===== config.mk =====
export PLATFORM = sky130hd
export DESIGN_NAME = sprite_read_arbiter
export DESIGN_NICKNAME = d
export VERILOG_FILES = /design/src/rtl/sprite_read_arbiter.sv
export SDC_FILE = /design/constraint.sdc
export NUM_CORES = 1
export LEC_CHECK = 0
export ABC_AREA = 1
export CORE_ASPECT_RATIO = 0.5
export CORE_MARGIN = 2
export CORE_UTILIZATION = 34
export DETAILED_ROUTE_END_ITERATION = 16
export GPL_TIMING_DRIVEN = 0
export PLACE_DENSITY = 0.75
export REMOVE_ABC_BUFFERS = 1
export SYNTH_ARGS = -nofsm -noshare
export SYNTH_HDL_FRONTEND = slang
export SYNTH_SLANG_ARGS = --single-unit

===== constraint.sdc =====
create_clock -name Clk -period 2.1 [get_ports Clk]
set_clock_uncertainty 0.2 [all_clocks]
set_input_delay 0.315 -clock Clk [delete_from_list [all_inputs] [get_ports Clk]]
set_output_delay 0.315 -clock Clk [all_outputs]
set_load 0.005 [all_outputs]

===== src/rtl/sprite_read_arbiter.sv =====
`default_nettype none
// +------------------------------------------------------------------------+
// | Module   : sprite_read_arbiter                                         |
// | Purpose  : Shares the single registered read port of the sprite/area   |
// |            RAM among N_REQ layer requesters, one read per clock.       |
// |            Round-robin fairness, burst locking for row fetches and     |
// |            tagged return data so each layer can claim its pixel.       |
// | Ports    : Clk, Reset_n      - clock, synchronous active-low reset     |
// |            frame_start       - per-frame resynchronisation pulse       |
// |            req, req_addr     - per-layer request level and address     |
// |            gnt               - one-hot grant (combinational)           |
// |            ram_read_address  - RAM address for the granted requester   |
// |            ram_data_Out      - RAM data, one cycle after the address   |
// |            rd_valid/rd_id/rd_data - tagged return data                 |
// |            busy              - a burst owner currently holds the port  |
// | Revision : 1.0 - initial release                                       |
// +------------------------------------------------------------------------+
module sprite_read_arbiter #(
  parameter int N_REQ     = 4,
  parameter int ADDR_W    = 18,
  parameter int DATA_W    = 4,
  parameter int BURST_LEN = 8,
  localparam int ID_W     = (N_REQ > 1) ? $clog2(N_REQ) : 1
) (
  input  logic                    Clk,
  input  logic                    Reset_n,
  input  logic                    frame_start,
  input  logic [N_REQ-1:0]        req,
  input  logic [N_REQ*ADDR_W-1:0] req_addr,
  output logic [N_REQ-1:0]        gnt,
  output logic [ADDR_W-1:0]       ram_read_address,
  input  logic [DATA_W-1:0]       ram_data_Out,
  output logic                    rd_valid,
  output logic [ID_W-1:0]         rd_id,
  output logic [DATA_W-1:0]       rd_data,
  output logic                    busy
);

  localparam logic [0:0] S_IDLE  = 1'b0;
  localparam logic [0:0] S_BURST = 1'b1;
  localparam logic [7:0] c_burst_max = 8'(BURST_LEN);

  logic [0:0]        r_state;
  logic [0:0]        w_state_nxt;
  logic [ID_W-1:0]   r_rr_ptr;
  logic [ID_W-1:0]   r_owner;
  logic [7:0]        r_burst_cnt;
  logic              r_rd_valid;
  logic [ID_W-1:0]   r_rd_id;

  logic [ID_W-1:0]   w_search_ptr;
  logic [ID_W-1:0]   w_winner;
  logic              w_any;
  logic              w_hold;
  logic              w_grant;
  logic [ID_W-1:0]   w_grant_id;

  // Modulo-N_REQ increment that also works for non-power-of-two N_REQ.
  function automatic logic [ID_W-1:0] wrap_add(input logic [ID_W-1:0] base, input int off);
    int s;
    s = int'(base) + off;
    if (s >= N_REQ) s = s - N_REQ;
    return ID_W'(s);
  endfunction

  // A frame_start cycle arbitrates as if the pointer were already reset.
  assign w_search_ptr = frame_start ? '0 : r_rr_ptr;

  // Round-robin search: iterate from the far end so the requester closest
  // to the pointer is the last (and therefore winning) assignment.
  always_comb begin
    w_any    = 1'b0;
    w_winner = '0;
    for (int k = N_REQ - 1; k >= 0; k--) begin
      if (req[wrap_add(w_search_ptr, k)]) begin
        w_any    = 1'b1;
        w_winner = wrap_add(w_search_ptr, k);
      end
    end
  end

  // The burst owner keeps the port while it still requests and has budget;
  // otherwise the cycle re-arbitrates immediately, leaving no bubble.
  assign w_hold = (r_state == S_BURST) && !frame_start &&
                  req[r_owner] && (r_burst_cnt < c_burst_max);

  assign w_grant    = Reset_n && (w_hold || w_any);
  assign w_grant_id = w_hold ? r_owner : w_winner;

  // ---------------- FSM: state register ----------------
  always_ff @(posedge Clk) begin
    if (!Reset_n) r_state <= S_IDLE;
    else          r_state <= w_state_nxt;
  end

  // ---------------- FSM: next-state logic ----------------
  // With no request at all, the state (including a pending burst) is kept.
  always_comb begin
    w_state_nxt = r_state;
    if (frame_start)  w_state_nxt = S_IDLE;
    else if (w_hold)  w_state_nxt = S_BURST;
    else if (w_any)   w_state_nxt = (BURST_LEN > 1) ? S_BURST : S_IDLE;
  end

  // ---------------- FSM: outputs ----------------
  always_comb begin
    gnt              = '0;
    ram_read_address = '0;
    if (w_grant) begin
      gnt[w_grant_id]  = 1'b1;
      ram_read_address = req_addr[int'(w_grant_id)*ADDR_W +: ADDR_W];
    end
  end

  assign busy = (r_state == S_BURST);

  // Arbitration bookkeeping and return-path tagging.
  always_ff @(posedge Clk) begin
    if (!Reset_n) begin
      r_rr_ptr    <= '0;
      r_owner     <= '0;
      r_burst_cnt <= '0;
      r_rd_valid  <= 1'b0;
      r_rd_id     <= '0;
    end else begin
      r_rd_valid <= w_grant;
      if (w_grant) r_rd_id <= w_grant_id;

      if (frame_start) begin
        r_rr_ptr    <= '0;
        r_burst_cnt <= '0;
      end else if (w_hold) begin
        r_burst_cnt <= r_burst_cnt + 8'd1;
      end else if (w_any) begin
        r_owner     <= w_winner;
        r_burst_cnt <= 8'd1;
        r_rr_ptr    <= wrap_add(w_winner, 1);
      end
    end
  end

  assign rd_valid = r_rd_valid;
  assign rd_id    = r_rd_id;
  assign rd_data  = ram_data_Out;

endmodule
`default_nettype wire


# [Yosys cells after proc, flatten, opt, wreduce, memory -nomap -nowiden]
# Index checks and enable logic that the tools add are counted.
[totals] regBits=16
[classes] mul=1 n_lt_le_gt_ge=13 add_sub_neg=10 n_mux=33 shift=1 bitwise_logic=3 n_reduce_logical=11
[op_table] op="$shiftx 72x8->18" count=1
[op_table] op="$mux 2" count=11
[op_table] op="$lt 2x3->1 const B" count=6
[op_table] op="$mux 18" count=1
[op_table] op="$mux 8" count=2
[op_table] op="$ge 3x3->1 const B" count=4
[op_table] op="$mux 1" count=12
[op_table] op="$bmux 1 s2" count=5
[op_table] op="$sub 2x1->2 const B" count=5
[op_table] op="$add 8x1->8 const B" count=1
[op_table] op="$lt 8x4->1 const B" count=1
[op_table] op="$add 2x1->3 const B" count=2
[op_table] op="$add 2x2->3 const B" count=2
[op_table] op="$mul 2x4->6 const B" count=1
[op_table] op="$logic_and 1x1->1" count=5
[op_table] op="$mux 4" count=1
[op_table] op="$ge 2x3->1 const B" count=1
[op_table] op="$not 1->1" count=3
[op_table] op="$reduce_and 3->1" count=1
[op_table] op="$demux 1 s2" count=1
[op_table] op="$ge 2x1->1 const B" count=1
[op_table] op="$reduce_and 2->1" count=1
[op_table] op="$reduce_bool 2->1" count=1
[op_table] op="$reduce_or 2->1" count=1
[op_table] op="other kinds (2)" count=2

# [Logic depth before layout (Yosys ltp)]
[depth] depth_word=16 ltp_mapped=17

# [Worst setup path before layout]
# Ideal clock, no wire load.
[synth_timing] path_kind="in2out" startpoint="in frame_start" endpoint="out ram_read_address[13]" path_slack_ns=0.019 cell_stages=12 required_time_ns=1.585 t_arrival_ns=1.566 cell_sequence="inv_2 > buf_6 > nand3_1 > nor2_1 > nand2_2 > inv_2 > nand2_1 > buf_2 > buf_2 > nand3b_1 > nand3_1 > a21oi_1"
[synth_between] elab_chain_cells=14 elab_cells_between_ends=42 classes_between="add/sub: 7; mul: 1; order compare: 4; shift: 1; mux: 23; reduce/logical: 6"
[synth_rtl] element="start: declaration" line="27" rtl="input logic frame_start,"
[synth_rtl] element="$mux 2" line="67" rtl="assign w_search_ptr = frame_start ? '0 : r_rr_ptr;"
[synth_rtl] element="$add 2x2->3" line="61" rtl="s = int'(base) + off;"
[synth_rtl] element="$ge 3x3->1 or $sub 2x1->2 (tied branches)" line="62" rtl="if (s >= N_REQ) s = s - N_REQ;"
[synth_rtl] element="$mux 2" line="62"
[synth_rtl] element="$bmux 1 s2" line="75" rtl="if (req[wrap_add(w_search_ptr, k)]) begin"
[synth_rtl] element="$mux 1 (not written as such)" line="75"
[synth_rtl] element="$mux 2 (4 in a row)" line="75"
[synth_rtl] element="$mux 2" line="88" rtl="assign w_grant_id = w_hold ? r_owner : w_winner;"
[synth_rtl] element="$mul 2x4->6" line="111" rtl="ram_read_address = req_addr[int'(w_grant_id)*ADDR_W +: ADDR_W];"
[synth_rtl] element="$shiftx 72x8->18" line="111"
[synth_rtl] element="$mux 18 *" line="109" rtl="if (w_grant) begin"
[synth_rtl] element="end: declaration" line="31" rtl="output logic [ADDR_W-1:0] ram_read_address,"
# Every way passes the cells marked *; elsewhere a longest branch is shown, timed or not. The select of a mux whose other input is x is not followed.

# [Worst setup path after layout]
[layout_timing] startpoint="in req[1]" endpoint="out ram_read_address[15]"
[layout_between] elab_chain_cells=10 elab_cells_between_ends=26 classes_between="mul: 1; shift: 1; mux: 20; reduce/logical: 4"
[layout_rtl] element="start: declaration" line="28" rtl="input logic [N_REQ-1:0] req,"
[layout_rtl] element="$bmux 1 s2" line="75"
[layout_rtl] element="$mux 1 (not written as such)" line="75"
[layout_rtl] element="$mux 2 (4 in a row)" line="75"
[layout_rtl] element="$mux 2" line="88"
[layout_rtl] element="$mul 2x4->6" line="111"
[layout_rtl] element="$shiftx 72x8->18" line="111"
[layout_rtl] element="$mux 18 *" line="109"
# Marked as above.

==> results by group <==
Critical path
  • Crit path required time: about 1600 ps
  • Reg2Reg Depth: 11
  • Setup crit end kind: output pin
  • Critical path buffer and inverter count: 7
  • Largest fanout on the critical path: 6
  • Crit. path cell count: 17
  • Critical Path Start Type: input port
  • FF-to-FF setup slack: -50 ps
  • CP dominant cell by count: nand2_1
  • Max incr delay on CP: between 200 and 300 ps
  • Reg-to-reg startpoint: r_owner[0]$_SDFFE_PN0P_
  • Cell family with most CP delay: buffers and inverters
  • Worst EP arrival: 2380 ps
  • Critical-path cell list: clkdlybuf4s15_1, inv_1, nand2_1, o211ai_1, nand2_1, nand2_4, nand2_1, nor2_2, nand2_2, buf_12, o21ai_4, buf_6, buf_4, buf_4, nand3_2, a21oi_2, buf_2
  • Critical path type: input port to output pin
  • FF-to-FF End: r_owner[0]$_SDFFE_PN0P_
  • Slowest CP cell: clkdlybuf4s15_1

Pwr
  • VDD IR max: 0.000231 V
  • Power Total: between 1.5 and 2 mW
  • Leakage: between 1.5 and 2 nW
  • Pwr dens: 508 nW/um2

Route
  • Final ANT Viol Nets: 0
  • Final WL: 8980 um
  • Initial DRC Count: approximately 150
  • Vias: between 2000 and 3000
  • Vias per Instance: around 5.5
  • Detailed-route DRC error count: 0
  • Detailed Routing Iterations Pass 1: 4
  • Routed len/inst: about 17 um

Timing
  • Tcrit/Tclk final: 1.38
  • Slew Viols, Final: 0
  • WHS: 245 ps
  • RSZ-0062 raised after global routing: yes
  • Slew of the pin with the lowest slew margin: roughly 420 ps
  • Hold Vio Cnt, Final: 0
  • Fmax: 345 MHz
  • Crit path time final: between 2000 and 3000 ps
  • Final setup viols: 24
  • Max transition margin: 0.721
  • Final WS setup: -799 ps

Logic synthesis
  • Post-Synth Adder-Cell Area: 0.00691
  • Synth Area in Simple Gates: 0.507
  • Largest cells by area after synthesis: nand3_1, dfxtp_1, inv_1, nand2_1, nand3b_1
  • Post-synth EDFFs: 0
  • Xor-xnor portion of the synthesized cell area: 0
  • Post-Synthesis Cells: ~320
  • Most common cell in the netlist: nand3_1
  • Seq/Total Area, Yosys: 0.177
  • Cell Area, Synth: ~1800 um2
  • Largest family of logic cells by synthesized area: simple AND/OR/NAND/NOR gates
  • Compound-gate portion of the synthesized area: 0.0884
  • Post-synthesis cell type with the largest combined area: nand3_1
  • Yosys warnings: 0
  • Top cells by count, synth: nand3_1, inv_1, nand2_1
  • Ys flop type: dfxtp_1
  • Async set-or-reset flop fraction in the synthesized netlist: 0
  • Top cell type's share of synthesized area: 0.210
  • Post-synthesis mux area share: 0
  • Syn Area/Cell: between 5 and 6 um2
  • Flops & latches, synth: 16
  • Distinct cells, synth: 29

CTS
  • TritonCTS clock tree: done
  • CTS Hold Buffers Added: 0
  • H-tree levels: 1
  • Clock Path Buffers: 2
  • CTS root buffer: clkbuf_8
  • Worst skew pair latency: between 200 and 300 ps
  • Num CTS Buffers: 3
  • Sink Count: 16
  • Worst-path clk slew: 70 ps

Floorplanning
  • Area of the die: 5960 um2
  • Ports: 113
  • Starting Density: 0.361
  • Site Rows: 18
  • Core area: between 5000 and 6000 um2
  • Die height: around 56 um
  • Die X-Extent: approximately 110 um

Outcome
  • Failing checks: setup timing
  • Run status: complete, but fails checks

Worst hold path
  • Worst hold path type: flop to flop
  • Worst Hold End: r_burst_cnt[4]$_SDFFE_PP0P_
  • Hold wc startpoint: r_burst_cnt[4]$_SDFFE_PP0P_
  • Hold depth: 2

GRT
  • First-pass GRT wire length: 13000 um
  • GRT Total Usage: 0.270
  • Number of antenna violations at the first check in global routing: 0
  • Total grt overflow: 0
  • Largest net degree at the start of global routing: 34
  • Vias in the first global route: 2744

Placed design
  • IO buf count: between 100 and 150
  • Placed cell areas: approximately 2800 um2
  • Worst slack at placement: -2380 ps
  • DP Wirelength: around 4400 um
  • Placer Congestion: between 0.8 and 0.9

Layout
  • Share of cells above drive strength 1: 0.367
  • Fillcell total: 367
  • Final nets: 551
  • Synth-to-layout area growth: 105%
  • FF+latch area: roughly 330 um2
  • Antenna fix cells: 0
  • Multi-input combinational cell area: around 1500 um2
  • Post-route cell area: roughly 3700 um2

Job
  • # Max-Cap Violations: 0
-- tightest hold or removal path: cells and delay by family (launching register included) --
family                 cells  cell delay, ps
flip-flops                 1             300
buffers and inverters      1              60
AND/OR/NAND/NOR            1              50
-- area by class of cell --
class / instances / share of cell area
Timing Repair inverter: 1 / 0.00202
Inverter: 68 / 0.0720
Sequential cell: 16 / 0.0888
Tap cell: 70 / 0.0235
Clock buffer: 4 / 0.0148
Multi-Input combinational cell: 222 / 0.410
Timing Repair Buffer: 155 / 0.389
-- kinds of logic after synthesis --
family | count (synthesis)
and+or+nand+nor | 187
buffers and inverters | 90
adders and majority gates | 1
DFF | 16
AOI/OAI and AO/OA | 28
-- report_power, final --
part	internal (mW)	leakage [nW]	total, mW	switching, mW
Sequential	0.320	0.133	0.339	0.0190
Combinational	0.644	1.65	1.27	0.627
Clock	0.167	0.0288	0.282	0.115
-- flip-flops by register name, summed over array words and instances, names as in the netlist --
register,count
r_burst_cnt,8
r_owner,2
r_rr_ptr,2
rd_id,2
busy,1
rd_valid,1
-- timing repair --
action,in CTS,in global routing
gates cloned,7,0
resized for setup,163,59
pin swaps,31,31
setup buffers,48,3
setup endpoints to repair,27,25
-- per-stage QoR --
step,util,instances,setup TNS (ps)
final,0.741,536,-15480
after global routing,0.741,536,-16860
after detailed placement,0.557,474,-54550
after global placement,0.557,474,-52580
after floorplan,-,300,-12940
after CTS,0.694,533,-11390
-- layout by cell type, fill, tap and decap left out, types with 9 or more instances in the layout --
cell | netlist | routed
a21oi_1 | 15 | 9
clkdlybuf4s50_1 | 0 | 77
nand2_4 | 1 | 12
nand3_2 | 1 | 14
nand2_2 | 6 | 26
nand3_1 | 76 | 61
buf_2 | 8 | 23
nand3b_1 | 12 | 12
dfxtp_1 | 16 | 12
inv_1 | 64 | 60
buf_4 | 8 | 28
nand4_1 | 10 | 10
nand2_1 | 62 | 30
buf_6 | 3 | 17
-- how the worst max path moves through the flow --
stage | slack, ps | startpoint | to
3_3_place_gp | -2340 | req[2] | gnt[1]
3_5_place_dp | -2380 | req[2] | gnt[1]
2_1_floorplan | -650 | frame_start | ram_read_address[0]
6_report | -800 | req[1] | ram_read_address[15]
5_1_grt | -840 | req[1] | ram_read_address[15]
4_1_cts | -610 | r_rr_ptr[0]$_SDFFE_PP0P_ | ram_read_address[4]
-- layer usage --
layer  global-route usage  vias up  routed length, um
met1                0.312     1368               3460
met3               0.0550       53                600
met5                    0        -                  0
li1                     -     1332                  -
met4                0.106        0                446
met2                0.489      169               4470
Power figures use the tool's default switching activity.
